[src/rtl/clk_div_r1.sv]
// Multi-channel clock-enable divider: per-channel pulse or square enables derived
// from one system clock, with shadowed config applied glitch-free at wrap/sync/disable.
module clk_div_r1 #(
    parameter int unsigned NUM_CH    = 4,
    parameter int unsigned CNT_WIDTH = 16,
    parameter int unsigned DIV_INIT  = 2,
    parameter int unsigned CH_W      = (NUM_CH > 1) ? $clog2(NUM_CH) : 1
) (
    input  logic                 clk,
    input  logic                 rst,
    input  logic                 en,
    input  logic                 sync,
    input  logic [NUM_CH-1:0]    ch_en,
    input  logic                 cfg_wr,
    input  logic [CH_W-1:0]      cfg_ch,
    input  logic [CNT_WIDTH-1:0] cfg_div,
    input  logic                 cfg_mode,
    output logic                 cfg_ack,
    output logic                 cfg_err,
    output logic [NUM_CH-1:0]    tick
);

    typedef logic [CNT_WIDTH-1:0] cnt_t;

    cnt_t act_div_q [NUM_CH];
    cnt_t act_div_d [NUM_CH];
    cnt_t sh_div_q  [NUM_CH];
    cnt_t sh_div_d  [NUM_CH];
    cnt_t cnt_q     [NUM_CH];
    cnt_t cnt_d     [NUM_CH];
    cnt_t nxt_div   [NUM_CH];

    logic [NUM_CH-1:0] act_mode_q, act_mode_d;
    logic [NUM_CH-1:0] sh_mode_q, sh_mode_d;
    logic [NUM_CH-1:0] pend_q, pend_d;
    logic [NUM_CH-1:0] tick_q, tick_d;
    logic [NUM_CH-1:0] wr_hit, wrap, copy, nxt_mode, nxt_pend;
    logic              ack_q, err_q;

    always_comb begin
        act_div_d  = act_div_q;
        sh_div_d   = sh_div_q;
        cnt_d      = cnt_q;
        nxt_div    = sh_div_q;
        act_mode_d = act_mode_q;
        sh_mode_d  = sh_mode_q;
        pend_d     = pend_q;
        tick_d     = tick_q;
        wr_hit     = '0;
        wrap       = '0;
        copy       = '0;
        nxt_mode   = sh_mode_q;
        nxt_pend   = pend_q;
        for (int unsigned c = 0; c < NUM_CH; c++) begin
            // A same-cycle write bypasses the shadow so it is what gets applied
            wr_hit[c]   = cfg_wr && ({1'b0, cfg_ch} == (CH_W+1)'(c));
            nxt_div[c]  = wr_hit[c] ? cfg_div  : sh_div_q[c];
            nxt_mode[c] = wr_hit[c] ? cfg_mode : sh_mode_q[c];
            nxt_pend[c] = pend_q[c] | wr_hit[c];
            wrap[c]     = (act_div_q[c] == '0) ? (cnt_q[c] == '0)
                                               : (cnt_q[c] == act_div_q[c] - cnt_t'(1));
            sh_div_d[c]  = nxt_div[c];
            sh_mode_d[c] = nxt_mode[c];
            pend_d[c]    = nxt_pend[c];

            if (sync || !ch_en[c]) begin
                cnt_d[c]  = '0;
                tick_d[c] = 1'b0;
            end else if (en) begin
                if (wrap[c]) begin
                    cnt_d[c]  = '0;
                    tick_d[c] = act_mode_q[c] ? ~tick_q[c] : 1'b1;
                end else begin
                    cnt_d[c]  = cnt_q[c] + cnt_t'(1);
                    tick_d[c] = act_mode_q[c] ? tick_q[c] : 1'b0;
                end
            end

            copy[c] = nxt_pend[c] && (sync || !ch_en[c] || (en && wrap[c]));
            if (copy[c]) begin
                act_div_d[c]  = nxt_div[c];
                act_mode_d[c] = nxt_mode[c];
                pend_d[c]     = 1'b0;
                tick_d[c]     = 1'b0;
            end
        end
    end

    always_ff @(posedge clk or posedge rst) begin
        if (rst) begin
            for (int unsigned c = 0; c < NUM_CH; c++) begin
                act_div_q[c] <= cnt_t'(DIV_INIT);
                sh_div_q[c]  <= cnt_t'(DIV_INIT);
                cnt_q[c]     <= '0;
            end
            act_mode_q <= '0;
            sh_mode_q  <= '0;
            pend_q     <= '0;
            tick_q     <= '0;
            ack_q      <= 1'b0;
            err_q      <= 1'b0;
        end else begin
            act_div_q  <= act_div_d;
            sh_div_q   <= sh_div_d;
            cnt_q      <= cnt_d;
            act_mode_q <= act_mode_d;
            sh_mode_q  <= sh_mode_d;
            pend_q     <= pend_d;
            tick_q     <= tick_d;
            ack_q      <= cfg_wr;
            err_q      <= cfg_wr && ({1'b0, cfg_ch} >= (CH_W+1)'(NUM_CH));
        end
    end

    assign cfg_ack = ack_q;
    assign cfg_err = err_q;
    assign tick    = tick_q;

endmodule

[config.mk]
export PLATFORM = sky130hd
export DESIGN_NAME = clk_div_r1
export DESIGN_NICKNAME = d
export VERILOG_FILES = /design/src/rtl/clk_div_r1.sv
export SDC_FILE = /design/constraint.sdc
export NUM_CORES = 1
export LEC_CHECK = 0
export CAP_MARGIN = 15
export CORE_MARGIN = 2
export CORE_UTILIZATION = 25
export CTS_CLUSTER_SIZE = 25
export DETAILED_ROUTE_END_ITERATION = 10
export HOLD_SLACK_MARGIN = 0.02
export REMOVE_ABC_BUFFERS = 1
export SKIP_CTS_REPAIR_TIMING = 1
export SLEW_MARGIN = 10
export SYNTH_ARGS = -nofsm -noshare
export SYNTH_HDL_FRONTEND = slang
export SYNTH_SLANG_ARGS = --single-unit
export TNS_END_PERCENT = 10
[constraint.sdc]
create_clock -name clk -period 8.1 [get_ports clk]
set_input_delay 2.025 -clock clk [delete_from_list [all_inputs] [get_ports clk]]
set_output_delay 2.025 -clock clk [all_outputs]
set_load 0.01 [all_outputs]
* After elaboration in Yosys (flattened, before gate mapping)
Index checks and enable logic that the tools add are counted.
** Storage, ports and cells
- Register bits :: 209
- Input bits :: 28
- Word-level logic and storage cells :: 147
** Operators by class
- $add $sub $neg :: 8
- Equality and inequality tests :: 11
- Mux-type cells :: 52
- Bitwise gates (word level) :: 8
- Reductions and logical operators :: 45
** Operators with widths (count)
- two-way mux 16 bit :: 16
- logical NOT 16 bit :: 8
- adder 16 x 1 -> 16 bit (second input constant) :: 4
- == test 16 bit :: 4
- subtractor 16 x 1 -> 16 bit (second input constant) :: 4
- two-way mux 1 bit :: 36
- != test 4 x 1 -> 1 bit (second input constant) :: 4
- logical AND 1 bit :: 12
- nonzero test 3 bit :: 4
- logical OR 1 bit :: 8
- AND reduction 2 bit :: 4
- nonzero test 2 bit :: 4
- == test 2 bit (second input constant) :: 2
- logical NOT 1 bit :: 4
- inverter 1 bit :: 4
- OR 1 bit :: 4
- == test 2 x 1 -> 1 bit (second input constant) :: 1
- logical NOT 2 bit :: 1

* Longest topological paths before layout
Gate-level depths: netlist of run 1.
- Depth in word-level cells :: 8
- Depth in mapped cells :: 12
- Depth with buffers taken out :: 10

* Least setup slack after synthesis of run 1
No wires, ideal clock.
- Path type :: input to register
- From :: input port cfg_ch[1]
- To :: register act_div_q[48] (netlist name)
- Setup time :: 125 ps
- Arrival time :: 3758 ps
- Data required time :: 7975 ps
- Setup slack :: 4217 ps
- Cell stages on the path :: 4
- Buffers on the path :: 1
- Cell sequence :: nor3b_1 > clkbuf_1 > mux2_2 > mux2_2
** RTL lines
- from (decl) :: line 15 : input logic [CH_W-1:0] cfg_ch,
- to (signal, indexed assignment) :: line 92 : act_div_q[c] <= cnt_t'(DIV_INIT);
- to (signal assigned) :: line 103 : act_div_q <= act_div_d;
- to (decl) :: line 25 : cnt_t act_div_q [NUM_CH];

* Final worst setup path of run 1
- From :: input port en
- To :: register act_div_q[55] (netlist name)
** On the way
- Cells in the longest elaborated chain, start to end :: 3
** Ends and longest elaborated chain
- from (decl) :: line 11 : input logic en,
- logical AND 1 bit :: line 79 : copy[c] = nxt_pend[c] && (sync || !ch_en[c] || (en && wrap[c]));
- logical OR 1 bit :: line 79
- logical AND 1 bit :: line 79
No other way between the ends.
A chain may end at the register's enable or synchronous reset.

==> flow_summary.toml, run 1 <==
[critical_path]
critical_path_class = "in2reg"
required_ns = 8.51
cp_data_arrival_time_ns = 4.96
cp-start-kind = "input pin"
worstPathMaxFanout = 29
endpoint_kind = "flip-flop"

[yosys]
yosys_warnings = 0
syn_area_um2 = 11500
synth.yosys.seq_area_share_pct = 45.5
synthCells = 1088
synth_top_area_cell = "dfrtp_1"
synth_area_per_cell_um2 = 10.6
yosys-top-cells-area = "dfrtp_1 (44%), mux2_2 (12%), xnor2_1 (5.3%)"
async_flop_share_pct = 100
synth.distinct_cells = 77
yosys.area.top_type_share_pct = 43.7
synth-edff-count = 0
ys_seq_elements = 209
yosys_most_used_dff = "dfrtp_1"

[global_routing]
grt_pass1_wl_mm = 44.5
grt_max_degree = 149
grt_usage_pct = 11.5
grt_overflow = 0
antenna_found_initial = 1
grt_pass1_vias = 8257

[clock_network]
cts_sinks = 209
cts_tree = "yes"
root_buffer = "clkbuf_16"
htreeDepth = 1
clkSlewWorstSetupHoldPaths_ns = 0.06
worstSkewPairLatency_ns = 0.54
numCtsBuffers = 24
clock_path_buffers = 3

[sta]
worst_pin_slew_ns = 1.08
rsz0062_at_grt = "no"
min_period_ns = 4.56
holdWs_ns = 0.492
setup_viol = 0
clock_skew_ns = 0.0155
fmaxAchievable_mhz = 219
hold_viol = 0
period_share_pct = 56.3
relSlewSlack_pct = 27.7
setup_tns_ns = 0
slew_viol_final = 0

[finish]
area_delta_synth_final_pct = 14.5
drive_gt1_share_pct = 17.7
finish.net_count = 1135
fillCellCount = 4689
antennaDiodeCount = 0
layout_common_cells = "dfrtp_1 (201), mux2_2 (120), nor2_1 (72)"
fin_cells = 1713
fin_util_pct = 29.0
final_common_cell = "dfrtp_1"

[placed_design]
gp_congestion = 0.847
dp.cells = 1669
numPortBuffers = 32
hpwl_mm = 18.9

[worst_hold_path]
hp-class = "reg2reg"

[floorplan]
die_w_um = 219
io-pin-count = 34
start_util_pct = 25.4
coreArea_um2 = 45400
die_y_um = 219
die_area_um2 = 47800
rows = 78

[power_and_ir_drop]
switchingPower_mw = 1.07
ir_worst_vdd_mv = 0.143
switching_share_pct = 31.5
combPwrFrac_pct = 24.0
pwr-share-clk_pct = 32.1
p_int_mw = 2.32
p_leak_nw = 5.17
power_density_nw_per_um2 = 257
seqPwrFrac_pct = 43.9
finalPower_mw = 3.38

[run]
drv_cap = 0

[outcome]
status = "finished clean"

[route]
ant_nets = 0
post_drt_wl_per_cell_um = 15.8
routed_wl_mm = 27.1
vias_per_cell = 4.76
drc = 0
drt_iter0_drc = 487
firstDrtPassIters = 5
via_count = 8160
[layout make-up]
type	count	area [um^2]	area share (%)
sequential	209	5240	39.8
multi-input combinational	796	5930	45.0
clock inverter	8	108	0.817
timing repair buffer	37	358	2.72
tap	600	751	5.70
clock buffer	36	686	5.20
inverter	27	109	0.826
[metrics by stage]
stage | cell area, um^2 | setup WS (ns)
2_1_floorplan | 11300 | 0.379
3_3_place_gp | 12400 | 3.09
3_5_place_dp | 12400 | 3.02
4_1_cts | 13200 | 3.58
5_1_grt | 13200 | 3.41
6_report | 13200 | 3.54
[power groups by stage]
stage,clock network [mW],logic [mW],registers [mW]
floorplan,0,0.659,1.43
global placement,0,0.783,1.49
detailed placement,0,0.809,1.50
CTS,1.11,0.815,1.49
global route,1.16,0.901,1.52
finish,1.09,0.812,1.49
[synth_stat cells (all sizes together) (15+ instances only)]
library cell / n
mux2: 140
clkbuf: 43
inv: 27
nor3: 55
dfrtp: 201
nor2: 72
nor4: 40
o21ai: 21
and3: 18
nand2b: 15
nand3: 36
xnor2: 69
xor2: 64
nand4: 31
nor2b: 16
a21oi: 17
nand2: 61
[metal layers]
layer	wire [um]	global-route usage (%)
met5	0	0
met4	356	2.43
met3	1100	1.84
met2	12500	18.9
met1	13100	15.8
[flip-flops by register name, indices dropped and copies added, names as in the netlist]
register / cells
cfg_ack: 1
sh_mode_q: 4
tick: 4
sh_div_q: 64
cnt_q: 64
act_mode_q: 4
act_div_q: 64
pend_q: 4
[path summary, 6_finish.rpt]
kind | start | to | slack (ns) | cells past startpoint
max | en | act_div_q[55] | 3.54 | 8
min | sh_div_q[9] | sh_div_q[9] | 0.49 | 1
max reg2reg | act_div_q[20] | act_div_q[22] | 4.25 | 8
min reg2reg | sh_div_q[9] | sh_div_q[9] | 0.49 | 1
max in group asynchronous | rst | sh_div_q[56] | 4.61 | 3
min in group asynchronous | rst | cnt_q[36] | 2.09 | 2
[critical path: stages]
cell and delay (ns):
clkdlybuf4s50_1 0.45, buf_4 0.35, inv_1 0.51, nor3_1 0.33, a211o_1 0.44, nor2b_1 0.19
buf_4 0.25, mux2_2 0.37
[logic make-up (layout without fill, tap and decap cells)]
logic type	Yosys count	count (layout)	synth area share (%)
xor gates and xnor gates	133	133	10.1
and+or+nand+nor	401	401	19.1
adders and majority gates	12	12	1.30
buffers and inverters	83	108	3.02
muxes	149	149	14.8
DFF	209	209	45.5
other	1	1	0.0326
AOI/OAI and AO/OA	100	100	6.12
Note: power is estimated with default switching activity, not from simulation.
==> inputs of run 2 (changes only) <==
clock period = 4.2 ns   (was 8.1 ns; I/O delays follow)
==> flow_summary.toml, run 2 (synthesis results as in run 1) <==
[outcome]
status = "finished clean"

[route]
drc = 0
firstDrtPassIters = 5
drt_iter0_drc = 464
routed_wl_mm = 27.2
met2_wirelength_mm = 12.4
ant_nets = 0
via_count = 8264
post_drt_wl_per_cell_um = 15.7
wl_met3_mm = 1.02
vias_per_cell = 4.78
dr.max_layer_used = "met4"
wl_met1_mm = 13.3

[finish]
fin_area_um2 = 13300
fin_util_pct = 29.4
antennaDiodeCount = 0
reg_top3 = "act_div_q x64, cnt_q x64, sh_div_q x64"
area_delta_synth_final_pct = 15.8
layout_common_cells = "dfrtp_1 (201), mux2_2 (120), nor2_1 (72)"
drive_gt1_share_pct = 19.1
fin_cells = 1729
finish.net_count = 1152
final_common_cell = "dfrtp_1"

[placed_design]
dp.cells = 1686
gp_congestion = 0.853
pre_cts_ws_ns = 0.735
hpwl_mm = 19.5
numPortBuffers = 32
place_area_um2 = 12500

[global_routing]
grt_overflow = 0
grt_pass1_vias = 8423
grt_usage_pct = 11.8
grt_pass1_wl_mm = 45.7
grt_max_degree = 105
antenna_found_initial = 1

[floorplan]
start_util_pct = 25.4
die_area_um2 = 47800
io-pin-count = 34
coreArea_um2 = 45400
die_y_um = 219
die_w_um = 219
rows = 78

[critical_path]
worstRegToRegCells = 9
cp-start-kind = "flip-flop"
max_stage_delay_ns = 0.72
crit_slowest_cell = "or4_1"
r2r-start = "act_div_q[20]"
worstPathMaxFanout = 17
endpoint_kind = "flip-flop"
critical_path_class = "reg2reg"
r2r_end = "act_div_q[18]"
required_ns = 4.60
rrSetupSlack_ns = 0.73
cp_cell_sequence = "or4_1 > nor4b_4 > mux2_2 > mux2i_1 > nand4_1 > o31a_1 > o31ai_4 > buf_4 > mux2_2"
cp_data_arrival_time_ns = 3.86
crit_path_frequent_cell = "mux2_2"

[sta]
setup_ws_ns = 0.732
clock_skew_ns = 0.0143
holdWs_ns = 0.493
rsz0062_at_grt = "no"
slew_viol_final = 0
setup_tns_ns = 0
fmaxAchievable_mhz = 288
period_share_pct = 82.6
setup_viol = 0
relSlewSlack_pct = 48.4
min_period_ns = 3.47
worst_pin_slew_ns = 0.764
hold_viol = 0

[worst_hold_path]
holdPathStages = 1
whs_endpoint = "sh_div_q[60]"
min-delay-start = "sh_div_q[60]"
hp-class = "reg2reg"

[clock_network]
clkSlewWorstSetupHoldPaths_ns = 0.06
worstSkewPairLatency_ns = 0.52
htreeDepth = 1
cts_sinks = 209
root_buffer = "clkbuf_16"
clock_path_buffers = 3
numCtsBuffers = 24
cts_tree = "yes"

[run]
drv_cap = 0

[power_and_ir_drop]
p_leak_nw = 5.27
finalPower_mw = 6.52
power_density_nw_per_um2 = 489
ir_worst_vdd_mv = 0.437
## run 2: worst max path at each step
stage / from / cells after the start / endpoint / slack, ns
finish: act_div_q[20] / 9 / act_div_q[18] / 0.73
global route: act_div_q[0] / 8 / cnt_q[9] / 0.47
CTS: act_div_q[20] / 9 / act_div_q[18] / 0.73
detailed placement: act_div_q[20] / 9 / act_div_q[18] / 0.74
global placement: act_div_q[20] / 9 / act_div_q[23] / 0.81
floorplan: rst / 1 / act_div_q[0] / -2.55
## run 2: worst max-delay path, delay by kind of cell, from the launching register on
kind | cells | cell delay, ns
AND/OR/NAND/NOR | 3 | 1.17
multiplexers | 3 | 0.90
AO/OA/AOI/OAI | 2 | 0.58
flip-flops | 1 | 0.42
buffers and inverters | 1 | 0.28
## run 2: cell type report
type,count,area (um^2)
clock inverter,10,106
sequential,209,5240
fill,4706,32100
timing repair buffer,54,510
inverter,27,109
multi-input combinational,796,5930
clock buffer,33,686
tap,600,751
## run 2: layer usage
layer | vias up | track usage (%)
met5 | - | 0
met4 | 0 | 2.99
met3 | 38 | 1.38
met2 | 142 | 19.1
met1 | 4137 | 16.6
li1 | 3947 | -
## run 2: power by group
| part | internal, mW | switching, mW | total (mW) |
|---|---|---|---|
| clock network | 1.26 | 0.814 | 2.08 |
| logic | 0.824 | 0.761 | 1.59 |
| registers | 2.41 | 0.445 | 2.86 |
==> inputs of run 3 (changes only) <==
clock period = 2.95 ns   (was 4.2 ns; I/O delays follow)
==> flow_summary.toml, run 3 (synthesis results as in run 1) <==
[clock_network]
cts_tree = "yes"
cts_sinks = 209
htreeDepth = 1
numCtsBuffers = 25
root_buffer = "clkbuf_16"
clock_path_buffers = 3
worstSkewPairLatency_ns = 0.52
clkSlewWorstSetupHoldPaths_ns = 0.06

[finish]
fin_cells = 1824
layout_common_cells = "dfrtp_1 (201), mux2_2 (119), buf_4 (107)"
finish.net_count = 1247
final_common_cell = "dfrtp_1"
reg_top3 = "act_div_q x64, cnt_q x64, sh_div_q x64"
area_delta_synth_final_pct = 24.3
fillCellCount = 4664
multi_input_area_um2 = 6100
regArea_um2 = 5240
antennaDiodeCount = 0
drive_gt1_share_pct = 27.5

[run]
drv_cap = 0

[power_and_ir_drop]
p_int_mw = 6.90
switching_share_pct = 30.9
switchingPower_mw = 3.09
power_density_nw_per_um2 = 699
ir_worst_vdd_mv = 0.450
combPwrFrac_pct = 31.3
p_leak_nw = 5.79
seqPwrFrac_pct = 38.6
pwr-share-clk_pct = 30.1

[floorplan]
die_y_um = 219
start_util_pct = 25.4
rows = 78
die_w_um = 219
die_area_um2 = 47800
coreArea_um2 = 45400
io-pin-count = 34

[route]
vias_per_cell = 4.76
firstDrtPassIters = 7
routed_wl_mm = 28.6
ant_nets = 0
post_drt_wl_per_cell_um = 15.7
drc = 0
drt_iter0_drc = 508
via_count = 8688

[global_routing]
grt_usage_pct = 12.1
grt_max_degree = 59
grt_pass1_wl_mm = 46.8
grt_overflow = 0
grt_pass1_vias = 8714
antenna_found_initial = 0

[sta]
setup_viol = 17
holdWs_ns = 0.492
setup_ws_ns = -0.176
hold_viol = 0
period_share_pct = 106
min_period_ns = 3.13
worst_pin_slew_ns = 0.555
clock_skew_ns = 0.0114
setup_tns_ns = -2.67
rsz0062_at_grt = "yes"
fmaxAchievable_mhz = 320
slew_viol_final = 0
relSlewSlack_pct = 62.0

[critical_path]
cp_data_arrival_time_ns = 3.52
cp-start-kind = "flip-flop"
endpoint_kind = "flip-flop"
worstPathMaxFanout = 17
critical_path_class = "reg2reg"
required_ns = 3.34

[placed_design]
numPortBuffers = 32
dp.cells = 1780
gp_congestion = 0.881
hpwl_mm = 21.2

[outcome]
violations = "setup timing"
status = "finished, violations left"

[worst_hold_path]
hp-class = "reg2reg"
## run 3: cell count changes in the layout (fill, tap and decap cells not counted), sizes merged
cell and change:
clkbuf +2, bufinv +1, buf +94, clkinv -3, clkinvlp +1
## run 3: final timing paths
check / from / to / slack (ns) / depth (start not counted)
worst max-delay path: act_div_q[20] / act_div_q[21] / -0.18 / 9
worst min-delay path: sh_div_q[43] / sh_div_q[43] / 0.49 / 1
worst max register to register: act_div_q[20] / act_div_q[21] / -0.18 / 9
worst min register to register: sh_div_q[43] / sh_div_q[43] / 0.49 / 1
max in group asynchronous: rst / sh_div_q[49] / 1.59 / 3
min in group asynchronous: rst / sh_mode_q[1] / 0.65 / 2
## run 3: area by class of cell
class	count	share of cell area [%]
tap	600	5.25
inverter	27	0.761
timing repair buffer	148	9.11
multi-input combinational	796	42.7
sequential	209	36.6
clock inverter	9	0.875
clock buffer	35	4.71
## run 3: layer usage
layer / global-route usage [%] / vias to the layer above / wire length [um]
met3: 1.60 / 33 / 1060
met4: 2.93 / 0 / 558
met5: 0 / - / 0
met1: 17.0 / 4371 / 13800
met2: 19.5 / 145 / 13200
li1: - / 4139 / -
## run 3: metrics by stage
stage	util (%)	power [mW]	area [um^2]	setup WS, ns
2_1_floorplan	-	5.72	11300	-3.48
3_3_place_gp	29.4	6.82	13300	-0.213
3_5_place_dp	29.4	6.90	13300	-0.259
4_1_cts	31.1	9.97	14100	-0.270
5_1_grt	31.5	10.6	14300	-0.288
6_report	31.5	10.0	14300	-0.176
## run 3: power groups by stage
| stage | combinational (mW) | sequential, mW | clock [mW] |
|---|---|---|---|
| after global routing | 3.43 | 3.93 | 3.23 |
| after floorplan | 1.81 | 3.91 | 0 |
| after CTS | 3.04 | 3.83 | 3.10 |
| final | 3.12 | 3.86 | 3.01 |
| after detailed placement | 3.03 | 3.87 | 0 |
| after global placement | 2.97 | 3.85 | 0 |
## run 3: critical path, stage by stage, from the launching register on
cell	delay, ns
dfrtp_1	0.38
or4_4	0.58
nor4b_4	0.31
mux2_4	0.32
mux2i_1	0.18
nand4_1	0.11
o31a_1	0.36
o31ai_4	0.22
buf_12	0.19
mux2_2	0.35
